--- src/rtl/fifo_pkg.sv ---
// Shared defaults and status types for the synchronous FIFO slice.
package fifo_pkg;

    localparam int DEF_MEMORY_WIDTH     = 8;
    localparam int DEF_ADDRESS_SIZE     = 4;
    localparam int DEF_ALMOST_FULL_THR  = 12;
    localparam int DEF_ALMOST_EMPTY_THR = 2;
    localparam int DEF_FWFT             = 0;

    typedef struct packed {
        logic w_full;
        logic r_empty;
        logic almost_full;
        logic almost_empty;
    } fifo_flags_t;

    localparam fifo_flags_t FLAGS_RESET = '{
        w_full:       1'b0,
        r_empty:      1'b1,
        almost_full:  1'b0,
        almost_empty: 1'b1
    };

endpackage

--- src/rtl/fifo_sync_ptr_ctrl_2.sv ---
// Pointer, level, status-flag and sticky-error control for the synchronous FIFO.
module fifo_sync_ptr_ctrl_2
    import fifo_pkg::*;
#(
    parameter int ADDRESS_SIZE     = DEF_ADDRESS_SIZE,
    parameter int ALMOST_FULL_THR  = DEF_ALMOST_FULL_THR,
    parameter int ALMOST_EMPTY_THR = DEF_ALMOST_EMPTY_THR
) (
    input  logic                    clk,
    input  logic                    rst,
    input  logic                    w_en,
    input  logic                    r_en,
    input  logic                    clr_err,
    output logic [ADDRESS_SIZE-1:0] w_addr,
    output logic [ADDRESS_SIZE-1:0] r_addr,
    output logic                    w_accept,
    output logic                    r_accept,
    output logic [ADDRESS_SIZE:0]   level,
    output logic                    w_full,
    output logic                    r_empty,
    output logic                    almost_full,
    output logic                    almost_empty,
    output logic                    overflow,
    output logic                    underflow
);

    localparam int                DEPTH   = 2 ** ADDRESS_SIZE;
    localparam logic [ADDRESS_SIZE:0] DEPTH_L = (ADDRESS_SIZE + 1)'(DEPTH);
    localparam logic [ADDRESS_SIZE:0] AF_L    = (ADDRESS_SIZE + 1)'(ALMOST_FULL_THR);
    localparam logic [ADDRESS_SIZE:0] AE_L    = (ADDRESS_SIZE + 1)'(ALMOST_EMPTY_THR);
    localparam logic [ADDRESS_SIZE:0] ZERO_L  = {(ADDRESS_SIZE + 1){1'b0}};

    logic [ADDRESS_SIZE:0] w_ptr_r;
    logic [ADDRESS_SIZE:0] r_ptr_r;
    logic [ADDRESS_SIZE:0] level_r;
    fifo_flags_t           flags_r;
    logic                  overflow_r;
    logic                  underflow_r;

    logic                  w_accept_s;
    logic                  r_accept_s;
    logic [ADDRESS_SIZE:0] w_ptr_next_s;
    logic [ADDRESS_SIZE:0] r_ptr_next_s;
    logic [ADDRESS_SIZE:0] level_next_s;
    fifo_flags_t           flags_next_s;

    // Accept decisions and next-state pointers/level/flags from registered state.
    always_comb begin
        w_accept_s   = w_en & ~flags_r.w_full;
        r_accept_s   = r_en & ~flags_r.r_empty;
        w_ptr_next_s = w_ptr_r + {{ADDRESS_SIZE{1'b0}}, w_accept_s};
        r_ptr_next_s = r_ptr_r + {{ADDRESS_SIZE{1'b0}}, r_accept_s};
        // Modular subtraction keeps level correct across the MSB wrap.
        level_next_s = w_ptr_next_s - r_ptr_next_s;
        flags_next_s.w_full       = (level_next_s == DEPTH_L);
        flags_next_s.r_empty      = (level_next_s == ZERO_L);
        flags_next_s.almost_full  = (level_next_s >= AF_L);
        flags_next_s.almost_empty = (level_next_s <= AE_L);
    end

    // Pointer, level, flag and sticky-error registers; a set beats a same-cycle clear.
    always_ff @(posedge clk or posedge rst) begin
        if (rst) begin
            w_ptr_r     <= ZERO_L;
            r_ptr_r     <= ZERO_L;
            level_r     <= ZERO_L;
            flags_r     <= FLAGS_RESET;
            overflow_r  <= 1'b0;
            underflow_r <= 1'b0;
        end else begin
            w_ptr_r     <= w_ptr_next_s;
            r_ptr_r     <= r_ptr_next_s;
            level_r     <= level_next_s;
            flags_r     <= flags_next_s;
            overflow_r  <= (w_en & flags_r.w_full)  ? 1'b1 : (clr_err ? 1'b0 : overflow_r);
            underflow_r <= (r_en & flags_r.r_empty) ? 1'b1 : (clr_err ? 1'b0 : underflow_r);
        end
    end

    assign w_addr       = w_ptr_r[ADDRESS_SIZE-1:0];
    assign r_addr       = r_ptr_r[ADDRESS_SIZE-1:0];
    assign w_accept     = w_accept_s;
    assign r_accept     = r_accept_s;
    assign level        = level_r;
    assign w_full       = flags_r.w_full;
    assign r_empty      = flags_r.r_empty;
    assign almost_full  = flags_r.almost_full;
    assign almost_empty = flags_r.almost_empty;
    assign overflow     = overflow_r;
    assign underflow    = underflow_r;

endmodule

--- src/rtl/fifo_sync_top_module_2.sv ---
// Synchronous FIFO top: storage array and read-data path, with control in fifo_sync_ptr_ctrl_2.
module fifo_sync_top_module_2
    import fifo_pkg::*;
#(
    parameter int MEMORY_WIDTH     = DEF_MEMORY_WIDTH,
    parameter int ADDRESS_SIZE     = DEF_ADDRESS_SIZE,
    parameter int ALMOST_FULL_THR  = DEF_ALMOST_FULL_THR,
    parameter int ALMOST_EMPTY_THR = DEF_ALMOST_EMPTY_THR,
    parameter int FWFT             = DEF_FWFT
) (
    input  logic                    clk,
    input  logic                    rst,
    input  logic                    w_en,
    input  logic [MEMORY_WIDTH-1:0] wdata,
    input  logic                    r_en,
    input  logic                    clr_err,
    output logic [MEMORY_WIDTH-1:0] rdata,
    output logic                    rvalid,
    output logic                    w_full,
    output logic                    r_empty,
    output logic                    almost_full,
    output logic                    almost_empty,
    output logic [ADDRESS_SIZE:0]   level,
    output logic                    overflow,
    output logic                    underflow
);

    localparam int DEPTH = 2 ** ADDRESS_SIZE;

    logic [MEMORY_WIDTH-1:0] mem_r [DEPTH];
    logic [ADDRESS_SIZE-1:0] w_addr_s;
    logic [ADDRESS_SIZE-1:0] r_addr_s;
    logic                    w_accept_s;
    logic                    r_accept_s;

    fifo_sync_ptr_ctrl_2 #(
        .ADDRESS_SIZE     (ADDRESS_SIZE),
        .ALMOST_FULL_THR  (ALMOST_FULL_THR),
        .ALMOST_EMPTY_THR (ALMOST_EMPTY_THR)
    ) u_ptr_ctrl (
        .clk          (clk),
        .rst          (rst),
        .w_en         (w_en),
        .r_en         (r_en),
        .clr_err      (clr_err),
        .w_addr       (w_addr_s),
        .r_addr       (r_addr_s),
        .w_accept     (w_accept_s),
        .r_accept     (r_accept_s),
        .level        (level),
        .w_full       (w_full),
        .r_empty      (r_empty),
        .almost_full  (almost_full),
        .almost_empty (almost_empty),
        .overflow     (overflow),
        .underflow    (underflow)
    );

    // Storage array; contents are deliberately left unreset, the pointers define validity.
    always_ff @(posedge clk) begin
        if (w_accept_s) begin
            mem_r[w_addr_s] <= wdata;
        end
    end

    generate
        if (FWFT != 0) begin : g_fwft
            assign rdata  = mem_r[r_addr_s];
            assign rvalid = ~r_empty;
        end else begin : g_registered
            logic [MEMORY_WIDTH-1:0] rdata_r;
            logic                    rvalid_r;

            // Registered read port: rdata updates only on an accepted read, rvalid pulses once.
            always_ff @(posedge clk or posedge rst) begin
                if (rst) begin
                    rdata_r  <= {MEMORY_WIDTH{1'b0}};
                    rvalid_r <= 1'b0;
                end else begin
                    rvalid_r <= r_accept_s;
                    if (r_accept_s) begin
                        rdata_r <= mem_r[r_addr_s];
                    end else begin
                        rdata_r <= rdata_r;
                    end
                end
            end

            assign rdata  = rdata_r;
            assign rvalid = rvalid_r;
        end
    endgenerate

endmodule
--- config.mk ---
export PLATFORM = sky130hd
export DESIGN_NAME = fifo_sync_top_module_2
export DESIGN_NICKNAME = d
export VERILOG_FILES = /design/src/rtl/fifo_pkg.sv /design/src/rtl/fifo_sync_ptr_ctrl_2.sv /design/src/rtl/fifo_sync_top_module_2.sv
export SDC_FILE = /design/constraint.sdc
export NUM_CORES = 1
export LEC_CHECK = 0
export CORE_MARGIN = 3
export CORE_UTILIZATION = 40
export CTS_CLUSTER_DIAMETER = 60
export CTS_CLUSTER_SIZE = 16
export DETAILED_ROUTE_END_ITERATION = 16
export PLACE_DENSITY = 0.68
export SYNTH_ARGS = -nofsm -noshare
export SYNTH_HDL_FRONTEND = slang
export SYNTH_HIERARCHICAL = 1
export SYNTH_SLANG_ARGS = --single-unit
--- constraint.sdc ---
create_clock -name clk -period 6 [get_ports clk]
set_clock_uncertainty 0.2 [all_clocks]
set_input_delay 1.2 -clock clk [delete_from_list [all_inputs] [get_ports clk]]
set_output_delay 1.2 -clock clk [all_outputs]
set_load 0.005 [all_outputs]
==> summary.md <==
| Metric | Value |
|---|---|
| Die span in x | 132 um |
| Num CTS Buffers | 17 |
| First-pass GRT wire length | 18.1 mm |
| PwrDens | about 520 mW/mm^2 |
| DR WL/cell | between 15 and 20 um |
| Sinks on Clock Net | around 160 |
| Placer Congestion | between 0.8 and 0.9 |
| Post-synth EDFFs | around 130 |
| Post-Syn Area | 0.00638 mm^2 |
| HPWL after DPL | between 7 and 8 mm |
| Startpoint types | input port |
| DR vias/cell | 5.10 |
| Final ANT Viol Nets | 0 |
| Post-DP Area | around 0.007 mm^2 |
| Max-cap violations | 0 |
| Filler cells | between 1,000 and 1,500 |
| Hold Path Class | reg2reg |
| WS Path Type | in2reg |
| Nets | around 380 |
| Total track usage | 0.139 |
| Number of diodes | 0 |
| CTS H-tree depth | 4 |
| Hold Fails Final Rpt | 0 |
| Mean post-synth cell area | between 15 and 20 um^2 |
| Vias in the first global route | 3,178 |
| Remaining global-route overflow | 0 |
| Status | finished, final reports clean |
| Site row count | 45 |
| Share of post-route cells with drive strength above 1 | 0.227 |
| Met2 Use GR | 0.233 |
| Distinct cells, synth | 40 |
| Critical Path RT | between 6 and 7 ns |
| Final cell count without fillers | roughly 580 |
| Worst-Margin Slew | roughly 0.98 ns |
| Largest net degree at the start of global routing | 34 |
| Clock Latency Late Sink | about 0.41 ns |
| Final wirelength | 11.2 mm |
| Crit-path max FO | 6 |
| Slew Viols, Final | 0 |
| DIE AREA | ~0.018 mm^2 |
| Post-CTS sizing | 0 |
| F_max | roughly 0.25 GHz |
| Area Growth Syn to Fin | 16.7% |
| Synth Net Count | around 340 |
| Max-Slew Margin vs Limit | 0.343 |
| Final period utilization | 0.667 |
| Largest cells by area after synthesis | edfxtp_1, dfrtp_1, mux4_2 |
| FFs w/ async S/R, synth | 0.190 |
| GRT met3 Usage | 0.0443 |
| Sequential fraction of the synthesis area | 0.721 |
| M1 GR Usage | 0.173 |
| CTS Hold Bufs | 0 |
| Worst EP arrival | 4.12 ns |
| Placed cell count | 549 |
| Setup_tns | 0 ns |
| Iter 0 DRT Violations | ~310 |
| PortBufs | 32 |
| Pwr Total | about 3.9 mW |
| Leakage | approximately 2.6 nW |
| I/O pin cnt | 33 |
| GRT Max-Usage Layer | met2 |
| Top post-synthesis cells by count | edfxtp_1, dfrtp_1, mux4_2, nor2_1, inv_1 |
| Core area | around 0.015 mm^2 |
| 1st-pass router iterations | 4 |
| Cell taking the most area after synthesis | edfxtp_1 |
| Initial core utilization | 0.414 |
| Yosys reg bits | about 160 |
| TritonCTS clock tree | built |
| Setup violations, final | 0 |
| Post-layout minimum cycle time | around 4 ns |
| Final Util | 0.483 |
| Clk root buf | clkbuf_16 |
| CP Capture Type | flip-flop |
| Most common cell in the synthesized netlist | edfxtp_1 |
| DRC viols | 0 |
| Unrepaired setup endpoints after global routing | false |
| Die H | about 130 um |
| Vias | just under 3,000 |
| Setup repair bufs after CTS | 0 |
| Top FF cell, synth | edfxtp_1 |
| Worst-path clk slew | 0.06 ns |
| Ys Warns | 6 |
| Max Root-Sink Buffers | 2 |
| Syn Inst Count | approximately 320 |
| Final Cell Area | between 0.007 and 0.008 mm^2 |
| Max VDD drop | about 380 uV |
| Post-synth top area share | 0.602 |
| Initial antenna violation count | 0 |
[through the flow]
step	setup WS (ns)	hold WS [ns]
4_1_cts	1.98	0.292
6_report	2.00	0.287
3_5_place_dp	1.53	0.282
2_1_floorplan	2.34	0.253
3_3_place_gp	1.71	0.287
5_1_grt	1.80	0.323
[sequential cells by signal (all words and copies together), names as in the netlist, 5 cells and up]
signal              cells
mem_r                 128
rdata                   8
u_ptr_ctrl/level        5
u_ptr_ctrl/r_ptr_r      5
u_ptr_ctrl/w_ptr_r      5
[cells in the final DEF, fill, tap and decap left out, types with 3 or more instances in the layout]
cell	instances
edfxtp_1	128
clkdlybuf4s50_1	32
dfrtp_1	28
mux4_2	26
nor2_1	20
clkbuf_16	17
inv_1	12
a221oi_2	9
mux2i_1	8
ha_1	8
o22ai_1	7
buf_4	7
mux4_1	6
xnor2_1	6
nor3_1	4
inv_6	4
nand2b_1	3
and2_1	3
nand2_1	3
nand3_1	3
bufinv_16	3
[logic make-up (layout without fill, tap and decap cells)]
family | after synthesis | in the layout | share of synthesized area
AOI/OAI and AO/OA | 23 | 23 | 0.0392
xor gates and xnor gates | 10 | 10 | 0.0175
adders and majority gates | 9 | 9 | 0.0188
buffers and inverters | 34 | 83 | 0.0367
DFF | 158 | 158 | 0.721
muxes | 40 | 40 | 0.129
and+or+nand+nor | 47 | 47 | 0.0382
[report_power, final]
| part | switching, mW | internal [mW] |
|---|---|---|
| Combinational | 0.653 | 0.629 |
| Sequential | 0.120 | 1.38 |
| Clock | 0.411 | 0.682 |
| Total | 1.18 | 2.69 |
[worst paths after layout]
check,cells after the start,startpoint,endpoint,slack [ns]
hold reg to reg,1,u_ptr_ctrl/r_ptr_r[4],u_ptr_ctrl/r_ptr_r[4],0.29
setup / recovery,10,w_en,u_ptr_ctrl/almost_empty,2.00
max in group asynchronous,2,rst,u_ptr_ctrl/overflow,4.01
min in group asynchronous,2,rst,rvalid,0.92
setup reg to reg,9,u_ptr_ctrl/w_full,u_ptr_ctrl/almost_empty,2.86
hold / removal,1,u_ptr_ctrl/r_ptr_r[4],u_ptr_ctrl/r_ptr_r[4],0.29
[area by class of cell]
cell class              count  area, um^2  share of cell area
inverters                  12        45.0             0.00605
flip-flops and latches    158        4600               0.617
multi-input cells         129        1550               0.208
well taps                 211         264              0.0355
repair buffers             39         373              0.0501
clock inverters            11         155              0.0208
clock buffers              21         460              0.0618
[routing by layer]
metal	wire (um)	vias to the layer above
li1	-	1335
met1	4660	1543
met2	5780	73
met3	663	14
met4	138	0
met5	0	-
[worst max-delay path, stage by stage]
cell and delay [ns]:
clkdlybuf4s50_1 0.47, nor2b_1 0.36, ha_1 0.24, ha_1 0.21, xor2_1 0.21, ha_1 0.32
a21o_1 0.18, a21oi_1 0.17, xor3_2 0.42, a2111oi_4 0.33
(Power assumes the default switching activity.)
